===== src/rtl/ras_circ_pkg.sv =====
// ras_circ_pkg: shared op encoding, depth limit and op decoder for the circular return-address stack
package ras_circ_pkg;
  typedef enum logic [1:0] {RAS_NONE, RAS_PUSH, RAS_POP, RAS_REPLACE} ras_op_e;
  localparam int RAS_MIN_DEPTH = 2;
  function automatic ras_op_e ras_decode(input logic push, input logic pop);
    return push && pop ? RAS_REPLACE : push ? RAS_PUSH : pop ? RAS_POP : RAS_NONE;
  endfunction
endpackage


===== src/rtl/ras_circ.sv =====
// ras_circ: parametrised circular return-address stack with wrap-on-overflow, replace and optional checkpoint/restore
// Ports: clk_i/rst_ni (async active-low), flush_i, push_i, pop_i, data_i, ckpt_save_i, ckpt_restore_i
//        -> data_o (top or 0), valid_o, count_o, overflow_o/underflow_o (registered one-cycle pulses).
// Macro RAS_CIRC_CKPT_EN builds the checkpoint register; without it the checkpoint inputs are ignored.
module ras_circ
  import ras_circ_pkg::*;
#(
  parameter int DEPTH = 4,
  parameter int VLEN  = 32
) (
  input  logic                       clk_i,
  input  logic                       rst_ni,
  input  logic                       flush_i,
  input  logic                       push_i,
  input  logic                       pop_i,
  input  logic [VLEN-1:0]            data_i,
  input  logic                       ckpt_save_i,
  input  logic                       ckpt_restore_i,
  output logic [VLEN-1:0]            data_o,
  output logic                       valid_o,
  output logic [$clog2(DEPTH+1)-1:0] count_o,
  output logic                       overflow_o,
  output logic                       underflow_o
);
  localparam int PW = $clog2(DEPTH);
  localparam int CW = $clog2(DEPTH+1);
  if (DEPTH < RAS_MIN_DEPTH || (DEPTH & (DEPTH - 1)) != 0) begin : g_bad_depth
    $error("ras_circ: DEPTH must be a power of two >= RAS_MIN_DEPTH");
  end
  logic [VLEN-1:0] mem [DEPTH];
  logic [PW-1:0] ptr, ptr_n, waddr;
  logic [CW-1:0] cnt, cnt_n;
  logic [VLEN-1:0] wdata;
  logic we, ovf_n, unf_n, empty, full;
  ras_op_e op;
  assign op = ras_decode(push_i, pop_i);
  assign empty = cnt == '0;
  assign full = cnt == CW'(DEPTH);
`ifdef RAS_CIRC_CKPT_EN
  localparam type ckpt_t = struct packed {
    logic [PW-1:0]   ptr;
    logic [CW-1:0]   cnt;
    logic [VLEN-1:0] top;
  };
  ckpt_t ckpt;
  logic [VLEN-1:0] top_n;
`else
  logic unused_ckpt;
  assign unused_ckpt = ckpt_save_i | ckpt_restore_i;
`endif
  always_comb begin
    ptr_n = ptr;
    cnt_n = cnt;
    we = 1'b0;
    waddr = ptr;
    wdata = data_i;
    ovf_n = 1'b0;
    unf_n = 1'b0;
    if (flush_i) begin
      ptr_n = '0;
      cnt_n = '0;
    end
`ifdef RAS_CIRC_CKPT_EN
    else if (ckpt_restore_i) begin
      ptr_n = ckpt.ptr;
      cnt_n = ckpt.cnt;
      we = 1'b1;
      waddr = ckpt.ptr;
      wdata = ckpt.top;
    end
`endif
    // a replace on an empty stack has no top to overwrite, so it degrades to a push
    else if (op == RAS_PUSH || (op == RAS_REPLACE && empty)) begin
      ptr_n = ptr + 1'b1;
      waddr = ptr + 1'b1;
      we = 1'b1;
      cnt_n = full ? cnt : cnt + 1'b1;
      ovf_n = full;
    end
    else if (op == RAS_REPLACE) begin
      we = 1'b1;
    end
    else if (op == RAS_POP) begin
      ptr_n = empty ? ptr : ptr - 1'b1;
      cnt_n = empty ? cnt : cnt - 1'b1;
      unf_n = empty;
    end
  end
  always_ff @(posedge clk_i or negedge rst_ni) begin
    if (!rst_ni) begin
      for (int i = 0; i < DEPTH; i++) mem[i] <= '0;
      ptr <= '0;
      cnt <= '0;
      overflow_o <= 1'b0;
      underflow_o <= 1'b0;
    end else begin
      if (we) mem[waddr] <= wdata;
      ptr <= ptr_n;
      cnt <= cnt_n;
      overflow_o <= ovf_n;
      underflow_o <= unf_n;
    end
  end
`ifdef RAS_CIRC_CKPT_EN
  // capture the post-update top so the snapshot matches what the stack will show next cycle
  assign top_n = (we && waddr == ptr_n) ? wdata : mem[ptr_n];
  always_ff @(posedge clk_i or negedge rst_ni) begin
    if (!rst_ni) ckpt <= '0;
    else if (ckpt_save_i && !flush_i && !ckpt_restore_i) ckpt <= '{ptr: ptr_n, cnt: cnt_n, top: top_n};
  end
`endif
  assign valid_o = !empty;
  assign count_o = cnt;
  assign data_o = valid_o ? mem[ptr] : '0;
endmodule


===== config.mk =====
export PLATFORM = sky130hd
export DESIGN_NAME = ras_circ
export DESIGN_NICKNAME = d
export VERILOG_FILES = /design/src/rtl/ras_circ_pkg.sv /design/src/rtl/ras_circ.sv
export SDC_FILE = /design/constraint.sdc
export NUM_CORES = 1
export LEC_CHECK = 0
export BUFFER_PORTS_ARGS = -buffer_cell sky130_fd_sc_hd__buf_4
export CAP_MARGIN = 20
export CORE_UTILIZATION = 39
export CTS_CLUSTER_SIZE = 28
export DETAILED_ROUTE_END_ITERATION = 7
export RECOVER_POWER = 25
export SYNTH_ARGS = -nofsm -noshare
export SYNTH_HDL_FRONTEND = slang
export SYNTH_SLANG_ARGS = --single-unit

===== constraint.sdc =====
create_clock -name clk_i -period 3.45 [get_ports clk_i]
set_input_delay 0.69 -clock clk_i [delete_from_list [all_inputs] [get_ports clk_i]]
set_output_delay 0.69 -clock clk_i [all_outputs]
set_load 0.01 [all_outputs]

# [Word level (Yosys, flattened, before mapping)]
# Cells that the tools add are included.
[classes] addsub=4 order_cmp=3 eq_ne=7 mux=32 n_reduce_logical=9 bitwise_logic=2
[ops] op="$bwmux W128" n=1
[ops] op="$mux W32" n=4
[ops] op="$bmux W32 S2" n=1
[ops] op="$demux W32 S2" n=1
[ops] op="$mux W2" n=10
[ops] op="$mux W3" n=6
[ops] op="$mux W1" n=9
[ops] op="$ge A3 B3 Y1 const B" n=2
[ops] op="$ne A3 B2 Y1 const B" n=2
[ops] op="$not A2 Y3" n=2
[ops] op="$eq A2 B2 Y1 const B" n=2
[ops] op="$reduce_and A4 Y1" n=1
[ops] op="$add A3 B1 Y3 const B" n=1
[ops] op="$eq A3 B3 Y1 const B" n=1
[ops] op="$logic_and A1 B1 Y1" n=3
[ops] op="$logic_not A3 Y1" n=1
[ops] op="$lt A3 B1 Y1 const B" n=1
[ops] op="$ne A3 B3 Y1 const B" n=1
[ops] op="$reduce_and A3 Y1" n=1
[ops] op="$reduce_bool A3 Y1" n=1
[ops] op="$sub A3 B1 Y3 const B" n=1
[ops] op="$add A2 B1 Y2 const B" n=1
[ops] op="$eq A2 B1 Y1 const B" n=1
[ops] op="$sub A2 B1 Y2 const B" n=1
[ops] op="other kinds (2)" n=2
[totals] word_cells=65 reg_bits=135 output_inout_bits=38 input_bits=39

# [Logic depth before layout (Yosys ltp)]
# Gate-level depths: netlist of run 1.
[logic_depth] word_depth=14 mapped_depth=11 mapped_depth_nobuf=8

# [Worst setup path before layout of run 1]
# Ideal clock, no wire load.
[synth_path] path_type="flip-flop to flip-flop" startpoint="register cnt[1] (netlist: count_o[1])" endpoint="register cnt[2] (netlist: count_o[2])" arrival_time_ps=2372 stages_incl_launch_ff=12 n_path_buf=3 synth_period_minus_slack_ps=2501 required_time_ps=3320 setup_time_ps=130 path_slack_ps=949 cell_sequence="dfrtp_1 buf_4 o31ai_4 buf_4 clkbuf_1 nand2_1 xor2_1 ha_1 or3_1 o211ai_1 o221a_2 nor2_1"
[synth_via] elab_chain_cells=6 word_cells_on_any_way=17 classes_between="2 x add/sub; 4 x eq/ne; 6 x mux; 5 x reduce/logical"
[synth_rtl] element="from (decl)" line="ras_circ.sv:32" source="logic [CW-1:0] cnt, cnt_n;"
[synth_rtl] element="from (signal assigned)" line="ras_circ.sv:99" source="cnt <= cnt_n;"
[synth_rtl] element="$sub A3 B1 Y3" line="ras_circ.sv:85" source="cnt_n = empty ? cnt : cnt - 1'b1;"
[synth_rtl] element="$mux W3" line="ras_circ.sv:85"
[synth_rtl] element="$mux W3" line="ras_circ.sv:83" source="else if (op == RAS_POP) begin"
[synth_rtl] element="$mux W3" line="ras_circ.sv:80" source="else if (op == RAS_REPLACE) begin"
[synth_rtl] element="$mux W3" line="ras_circ.sv:73" source="else if (op == RAS_PUSH || (op == RAS_REPLACE && empty)) begin"
[synth_rtl] element="$mux W3" line="ras_circ.sv:59" source="if (flush_i) begin"
# Several ways; a longest one is shown, not always the timed one. The select of a mux whose other input is x is not followed.
# A chain may end at the register's enable or synchronous reset.

# [Worst setup path in the final report of run 1]
[layout_path] startpoint="register ptr[0]" endpoint="output data_o[22]"
[layout_via] elab_chain_cells=5
[layout_rtl] element="from (decl)" line="ras_circ.sv:31" source="logic [PW-1:0] ptr, ptr_n, waddr;"
[layout_rtl] element="from (signal assigned)" line="ras_circ.sv:98" source="ptr <= ptr_n;"
[layout_rtl] element="$not A2 Y3 (implied by the code)" line="ras_circ.sv:114" source="assign data_o = valid_o ? mem[ptr] : '0;"
[layout_rtl] element="$bmux W32 S2" line="ras_circ.sv:114"
[layout_rtl] element="$mux W32 (implied by the code) (2 in series)" line="ras_circ.sv:114"
[layout_rtl] element="$mux W32" line="ras_circ.sv:114"
[layout_rtl] element="to (decl)" line="ras_circ.sv:19" source="output logic [VLEN-1:0] data_o,"
# No other way between the ends. The select of a mux whose other input is x is not followed.

==> results_dict.tcl, run 1 <==
set metrics [dict create \
    status "complete, but fails checks" \
    violations "capacitance limit, slew limit" \
    critPathBufInv 2 \
    power.density_nw_per_um2 946.3 \
    period_needed_ns 3.125 \
    routed_wirelength_um 16340 \
    cts_setup_buffers 0 \
    antenna_left 0 \
    slowest_delay_ns 0.85 \
    register_area_um2 3383 \
    cts.sinks 135 \
    synthDistinctLibCells 43 \
    htreeDepth 4 \
    wl_per_cell_um 19.83 \
    min_from "mem[6]" \
    min_path_type "reg2reg" \
    ys_ff_latch 135 \
    rsz0062_at_grt "no" \
    fillCellCount 1501 \
    slew_headroom_pct -36.77 \
    cts_max_path_buffers 2 \
    dieArea_um2 18240 \
    crit_start "ptr[0]" \
    hold_viol 0 \
    start_util_pct 39.92 \
    cp.required_ns 2.76 \
    synth_area_um2 6904 \
    leakage_uw 0.003443 \
    synth.avg_cell_area_um2 13.15 \
    io_buffers 74 \
    die_x_um 135.1 \
    ff2ff_setup_slack_ns 0.73 \
    seq_area_frac_synth_pct 48.93 \
    async_flop_share_pct 100.0 \
    setup_violations 0 \
    min_to "mem[6]" \
    layout-drive-gt1-share_pct 40.40 \
    clock-skew-final_ns 0.008205 \
    antenna_cells 0 \
    max_freq_mhz 320.0 \
    r2r_start "count_o[1]" \
    die_h_um 135.1 \
    drc_errors 0 \
    dp_hpwl_um 10160 \
    synth_nets 565 \
    netlist_top_cells_count "dfrtp_1 (135), mux2_2 (75), a21oi_1 (33), nand2b_1 (33)" \
    worstPathArrival_ns 2.43 \
    initialDrtViolationCount 288 \
    grt_usage_pct 19.53 \
    multi_input_area_um2 3277 \
    grt_overflow 0 \
    yosysTopAreaCell "dfrtp_1" \
    crit_family "flip-flops" \
    firstDrtPassIters 4 \
    synth_area_leaders "dfrtp_1 (49%), mux2_2 (12%), mux4_2 (10%)" \
    gp_congestion 0.7153 \
    coreArea_um2 17300 \
    placementRows 48 \
    r2r_end "count_o[2]" \
    antenna_found_initial 0 \
    critPathMaxFanout 50 \
    start_kind "flip-flop" \
    clk_latency_ns 0.42 \
    path_cells "buf_12 > mux4_2 > and2_1 > buf_4" \
    worstHoldPathCells 1 \
    holdBufCountCts 0 \
    root_buffer "clkbuf_16" \
    grt_max_degree 81 \
    critPathCaptureType "primary output" \
    yosysWarnings 0 \
    cts_tree "built" \
    maxSlewViolCount 81 \
    numCtsBuffers 17 \
    ys.flop_type "dfrtp_1" \
    grt_pass1_vias 5011 \
    vias 4707 \
    postSynthCellCount 525 \
    cp_slowest_cell "dfrtp_4" \
    area_growth_pct 20.03 \
    path_class "reg2out" \
    final_nets 626 \
    synth_edf_count 0 \
    path_clk_slew_ns 0.05 \
    ios 77 \
    synth_top_area_share_pct 48.93 \
    drv_cap 1 \
    yosysMostFrequentCell "dfrtp_1" \
    worstMarginPinSlew_ns 2.052 \
    ir_drop_v 0.0004426 \
    cts_resized 0 \
    ff2ff_path_depth 8 \
    fin_util_pct 47.91 \
    period_share_pct 90.57 \
    finalSetupTns_ns 0 \
    grt_pass1_wl_um 27210 \
    viasPerCell 5.712 \
]
## state kept, by name, indices dropped and copies added (netlist names)
| name | flops |
|---|---|
| count_o | 3 |
| underflow_o | 1 |
| overflow_o | 1 |
| mem | 128 |
| ptr | 2 |
## cells in the final DEF, fill, tap and decap left out, drive strengths merged, types with 2 or more instances in the layout
cell type | synthesis | routed
and2 | 33 | 33
nand2 | 3 | 3
xor2 | 4 | 4
or3 | 2 | 2
mux4 | 32 | 32
dfrtp | 135 | 135
nor3 | 3 | 3
bufinv | 0 | 3
and3 | 2 | 2
nand4 | 32 | 32
o21ai | 2 | 2
nor2b | 2 | 2
nor2 | 7 | 7
mux2 | 97 | 97
a221o | 32 | 32
clkinv | 1 | 5
nand2b | 33 | 33
buf | 25 | 94
a31oi | 2 | 2
nor4 | 2 | 2
a21oi | 33 | 33
clkbuf | 28 | 25
## worst reg2reg max path, delay by kind of cell (launching register included)
| kind | cells | cell delay, ns |
|---|---|---|
| compound gates | 3 | 1.18 |
| flops | 1 | 0.51 |
| xor+xnor | 1 | 0.18 |
| fa+ha+maj | 1 | 0.24 |
| simple gates | 3 | 0.52 |
## cell families after synthesis
family / count (synthesis) / synth area share [%]
adder cells (fa/ha/maj): 1 / 0.1812
multiplexers: 130 / 26.40
flip-flops: 135 / 48.93
buffers and inverters: 54 / 4.168
AO/OA/AOI/OAI: 76 / 8.645
XOR/XNOR: 5 / 0.6343
AND/OR/NAND/NOR: 124 / 11.04
## how the worst max path moves through the flow
stage | end | slack, ns | depth (start not counted)
2_1_floorplan | count_o[2] | 0.95 | 11
3_3_place_gp | data_o[22] | 0.75 | 4
3_5_place_dp | count_o[2] | 0.71 | 8
4_1_cts | data_o[22] | 0.29 | 4
5_1_grt | data_o[22] | 0.19 | 4
6_report | data_o[22] | 0.33 | 4
## per-layer routing
layer  track usage, %  share of wire (%)  vias to the layer above
li1                 -                  -                     2109
met5                0                  0                        -
met1            26.41                 45                     2456
met2            30.99                 49                      124
met3            4.429                5.0                       18
met4            6.617                1.3                        0
## per-stage QoR
| stage | instances | setup slack, ns | area, um^2 | hold WS (ns) | total power, uW |
|---|---|---|---|---|---|
| 3_3_place_gp | 792 | 0.7523 | 7700 | 0.4621 | 5927 |
| 5_1_grt | 824 | 0.1855 | 8287 | 0.4982 | 8358 |
| 6_report | 824 | 0.3253 | 8287 | 0.4817 | 7842 |
| 3_5_place_dp | 792 | 0.7064 | 7700 | 0.4743 | 6079 |
| 4_1_cts | 824 | 0.2899 | 8293 | 0.3515 | 7937 |
| 2_1_floorplan | 525 | 0.9487 | 6904 | 0.3944 | 4949 |
## area by class of cell
cell class / instances / share of cell area, %
sequential: 135 / 40.83
multi-input combinational: 336 / 39.54
timing repair buffer: 95 / 9.029
clock buffer: 24 / 5.692
tap: 225 / 3.397
clock inverter: 8 / 1.465
inverter: 1 / 0.04530
## where the power goes
group / internal, uW / leakage (uW) / switching (uW)
Clock: 1170 / 0.000288 / 655
Sequential: 2320 / 0.00159 / 531
Combinational: 1860 / 0.00157 / 1310
Total: 5350 / 0.00344 / 2490
No activity file was read; power rests on OpenSTA's default activity.
==> run 2, diff against run 1 <==
Settings changed: ABC_AREA set to 1.
==> results_dict.tcl, run 2 <==
set metrics [dict create \
    status "complete, but fails checks" \
    violations "capacitance limit, slew limit" \
    yosysTopAreaCell "dfrtp_1" \
    ys_ff_latch 135 \
    rsz0062_at_grt "no" \
    synth_area_leaders "dfrtp_1 (51%), nand2_1 (19%), nand3_1 (10%)" \
    ios 77 \
    r2r_end "mem[124]" \
    grt_overflow 0 \
    finalSetupTns_ns 0 \
    viasPerCell 5.341 \
    async_flop_share_pct 100.0 \
    cts_resized 0 \
    htreeDepth 4 \
    synthDistinctLibCells 26 \
    area_growth_pct 18.47 \
    worstPathArrival_ns 2.41 \
    clk_latency_ns 0.42 \
    critPathMaxFanout 35 \
    grt_max_degree 74 \
    final_common_cell "nand2_1" \
    root_buffer "clkbuf_16" \
    netlist_top_cells_count "nand2_1 (339), nand3_1 (136), dfrtp_1 (135)" \
    period_share_pct 89.74 \
    min_from "mem[23]" \
    holdBufCountCts 0 \
    initialDrtViolationCount 356 \
    cp_slowest_cell "dfrtp_2" \
    slew_headroom_pct -6.898 \
    final_nets 899 \
    cts_max_path_buffers 2 \
    final_design_area_no_fill_um2 7883 \
    synth.avg_cell_area_um2 8.144 \
    multi_input_area_um2 2860 \
    r2r_start "ptr[1]" \
    cts.sinks 135 \
    routed_wirelength_um 18830 \
    dieArea_um2 17590 \
    antenna_cells 0 \
    io_buffers 74 \
    cts_setup_buffers 0 \
    largest_reg_flops 128 \
    critPathMostFrequentCell "buf_4" \
    min_to "mem[23]" \
    max_freq_mhz 323.0 \
    ff2ff_path_depth 7 \
    worstMarginPinSlew_ns 1.603 \
    dp_hpwl_um 10810 \
    worstHoldPathCells 2 \
    seq_area_frac_synth_pct 50.77 \
    synth_area_um2 6654 \
    dpl_cell_area_um2 7322 \
    crit_family "flip-flops" \
    cp.required_ns 2.76 \
    antenna_found_initial 0 \
    placementRows 47 \
    slowest_delay_ns 0.81 \
    layout_common_cells "nand2_1 (339), nand3_1 (136), dfrtp_1 (133), buf_4 (87), nand4_1 (66)" \
    yosysWarnings 0 \
    clock-skew-final_ns 0.007269 \
    firstDrtPassIters 5 \
    fin_util_pct 47.36 \
    period_needed_ns 3.096 \
    fillCellCount 1659 \
    ir_drop_v 0.0003974 \
    top_register "mem" \
    grt_pass1_wl_um 30910 \
    numCtsBuffers 17 \
    wl_per_cell_um 17.25 \
    min_path_type "reg2reg" \
    die_x_um 132.6 \
    synth_nets 857 \
    vias 5827 \
    layout-drive-gt1-share_pct 16.42 \
    leakage_uw 0.003873 \
    start_kind "flip-flop" \
    critPathBufInv 2 \
    path_class "reg2out" \
    start_util_pct 39.98 \
    register_area_um2 3381 \
    coreArea_um2 16640 \
    drv_cap 1 \
    cts_tree "built" \
    setup_violations 0 \
    grt_pass1_vias 5769 \
    ys.flop_type "dfrtp_1" \
    drc_errors 0 \
    path_cells "buf_4 > nand3_1 > a41oi_1 > buf_4" \
    gp_congestion 0.7650 \
    hold_viol 0 \
    postSynthCellCount 817 \
    synth_edf_count 0 \
    power.density_nw_per_um2 939.8 \
    antenna_left 0 \
    yosysMostFrequentCell "nand2_1" \
    die_h_um 132.6 \
    synth_top_area_share_pct 50.77 \
    ff2ff_setup_slack_ns 0.66 \
    grt_usage_pct 22.58 \
    critPathCaptureType "primary output" \
    maxSlewViolCount 64 \
    path_clk_slew_ns 0.06 \
]
==> run 2: layout make-up <==
type                    instances  share of cell area [%]
flip-flops and latches        135                   42.89
multi-input cells             598                   36.29
repair buffers                 92                   9.206
clock buffers                  20                   5.794
well taps                     220                   3.492
clock inverters                11                   1.587
inverters                      15                  0.7460
==> run 2: logic make-up (layout without fill, tap and decap cells) <==
| logic type | Yosys count | count (layout) | synth area share, % |
|---|---|---|---|
| AND/OR/NAND/NOR | 559 | 559 | 38.06 |
| AO/OA/AOI/OAI | 36 | 36 | 4.513 |
| XOR/XNOR | 2 | 2 | 0.2633 |
| flip-flops | 135 | 135 | 50.77 |
| buffers and inverters | 84 | 138 | 6.205 |
| adder cells (fa/ha/maj) | 1 | 1 | 0.1880 |
==> run 2: worst max path at each step <==
stage / depth (start not counted) / end / slack [ns] / startpoint
3_5_place_dp: 9 / mem[94] / 0.65 / push_i
5_1_grt: 4 / data_o[23] / 0.21 / ptr[1]
6_report: 4 / data_o[29] / 0.35 / ptr[1]
2_1_floorplan: 5 / data_o[1] / 1.30 / ptr[0]
4_1_cts: 4 / data_o[15] / 0.33 / ptr[1]
3_3_place_gp: 9 / mem[91] / 0.69 / push_i
==> run 2: worst reg2reg max path: stages, from the launching register on <==
cell and delay, ns:
dfrtp_2 0.81, buf_4 0.51, nand2_2 0.15, nand2_4 0.35, nor2_2 0.08, nand2_2 0.59
nand2_1 0.15, nand2_1 0.09
==> run 2: where the power goes <==
group	switching, uW	internal (uW)
combinational	1760	1060
sequential	469	2330
clock	690	1100
total	2920	4490
==> run 2: through the flow <==
step | total power (uW) | hold slack, ns | worst slack [ns] | instances
global route | 7937 | 0.4812 | 0.2077 | 1091
CTS | 7463 | 0.2846 | 0.3317 | 1091
global placement | 5589 | 0.4539 | 0.6850 | 1060
floorplan | 4554 | 0.3944 | 1.304 | 817
detailed placement | 5645 | 0.4586 | 0.6473 | 1060
finish | 7408 | 0.4692 | 0.3540 | 1091
==> run 2: per-layer routing <==
metal	global-route usage (%)	part of all wire, %
met1	30.89	47
met2	36.58	48
met3	4.598	4.4
met4	5.683	1.2
met5	0	0
==> run 3, diff against run 2 <==
Settings changed: CTS_BUF_LIST set to sky130_fd_sc_hd__clkbuf_4 sky130_fd_sc_hd__clkbuf_8 sky130_fd_sc_hd__clkbuf_16.
==> results_dict.tcl, run 3 (synthesis gave the netlist of run 2 again) <==
set metrics [dict create \
    start_util_pct 39.98 \
    finalSetupTns_ns 0 \
    setup_violations 0 \
    holdBufCountCts 0 \
    hold_viol 0 \
    cp.required_ns 2.76 \
    root_buffer "clkbuf_16" \
    grt_overflow 0 \
    grt_max_degree 74 \
    numCtsBuffers 17 \
    grt_pass1_vias 5767 \
    period_share_pct 89.28 \
    violations "capacitance limit, slew limit" \
    io_buffers 74 \
    leakage_uw 0.003877 \
    status "complete, but fails checks" \
    wl_per_cell_um 17.26 \
    clk_latency_ns 0.42 \
    rsz0062_at_grt "no" \
    cts.sinks 135 \
    dieArea_um2 17590 \
    worstMarginPinSlew_ns 1.619 \
    area_growth_pct 18.52 \
    drv_cap 1 \
    critPathMaxFanout 35 \
    start_kind "flip-flop" \
    final_design_area_no_fill_um2 7886 \
    drc_errors 0 \
    coreArea_um2 16640 \
    cts_setup_buffers 0 \
    cts_tree "built" \
    max_freq_mhz 324.7 \
    dp.cells 1060 \
    die_x_um 132.6 \
    die_h_um 132.6 \
    maxSlewViolCount 64 \
    worstPathArrival_ns 2.39 \
    power.total_uw 7414 \
    firstDrtPassIters 4 \
    min_path_type "reg2reg" \
    path_class "reg2out" \
    critPathBufInv 2 \
    antenna_left 0 \
    grt_usage_pct 22.62 \
    top_register "mem" \
    layout-drive-gt1-share_pct 16.53 \
    initialDrtViolationCount 347 \
    crit_family "flip-flops" \
    routed_wirelength_um 18830 \
    fillCellCount 1659 \
    largest_reg_flops 128 \
    dp_hpwl_um 10810 \
    layout_common_cells "nand2_1 (339), nand3_1 (136), dfrtp_1 (133), buf_4 (87), nand4_1 (66)" \
    vias 5842 \
    critPathCaptureType "primary output" \
    critPathMostFrequentCell "buf_4" \
    path_clk_slew_ns 0.06 \
    clock-skew-final_ns 0.007685 \
    dpl_cell_area_um2 7322 \
    viasPerCell 5.355 \
    stdcell_count 1091 \
    htreeDepth 4 \
    period_needed_ns 3.080 \
    antenna_found_initial 0 \
    final_common_cell "nand2_1" \
    slew_headroom_pct -7.944 \
    slowest_delay_ns 0.81 \
    cts_max_path_buffers 2 \
    final_nets 899 \
    grt_pass1_wl_um 30950 \
    path_cells "buf_4 > nand3_1 > a41oi_1 > buf_4" \
    cts_resized 0 \
    ir_drop_v 0.0003983 \
    cp_slowest_cell "dfrtp_2" \
    antenna_cells 0 \
    gp_congestion 0.7650 \
    ios 77 \
    power.density_nw_per_um2 940.1 \
    placementRows 47 \
]
==> run 3: cell type report <==
type	instances	area (um^2)	share of cell area, %
inverter	15	58.81	0.7457
clock buffer	20	460.4	5.838
multi-input combinational	598	2860	36.27
tap	220	275.3	3.490
timing repair buffer	92	725.7	9.202
clock inverter	11	125.1	1.587
sequential	135	3381	42.87
==> run 3: per-layer routing <==
metal | vias to the layer above | routed length (um) | GRT usage [%] | part of all wire (%)
li1 | 2861 | - | - | -
met1 | 2819 | 8776 | 30.87 | 47
met2 | 149 | 8959 | 36.75 | 48
met3 | 13 | 882 | 4.598 | 4.7
met4 | 0 | 212 | 5.619 | 1.1
met5 | - | 0 | 0 | 0
==> run 3: worst register-to-register path, stage by stage (launching register included) <==
cell and delay (ns):
dfrtp_2 0.81, buf_4 0.51, nand2_2 0.15, nand2_4 0.35, nor2_2 0.08, nand2_2 0.59
nand2_1 0.15, nand2_1 0.09
==> run 3: final timing paths <==
path                            startpoint    endpoint  slack, ns  depth (start not counted)
worst max register to register      ptr[1]    mem[124]       0.67                          7
min in group asynchronous           rst_ni      mem[4]       0.68                          1
worst min register to register     mem[23]     mem[23]       0.47                          2
worst max-delay path                ptr[1]  data_o[30]       0.37                          4
max in group asynchronous           rst_ni     mem[80]       0.87                          2
worst min-delay path               mem[23]     mem[23]       0.47                          2
==> run 3: metrics by stage <==
stage	hold WS [ns]	util (%)	worst slack, ns
final	0.4692	47.39	0.3700
after global routing	0.4812	47.39	0.2072
after CTS	0.2846	47.52	0.3334
after global placement	0.4539	44.00	0.6850
after floorplan	0.3944	-	1.304
after detailed placement	0.4586	44.00	0.6473
==> run 3: power breakdown <==
part,internal (uW),leakage (uW),switching [uW],total (uW)
registers,2330,0.00170,467,2790
clock network,1110,0.000286,691,1800
logic,1060,0.00189,1760,2820
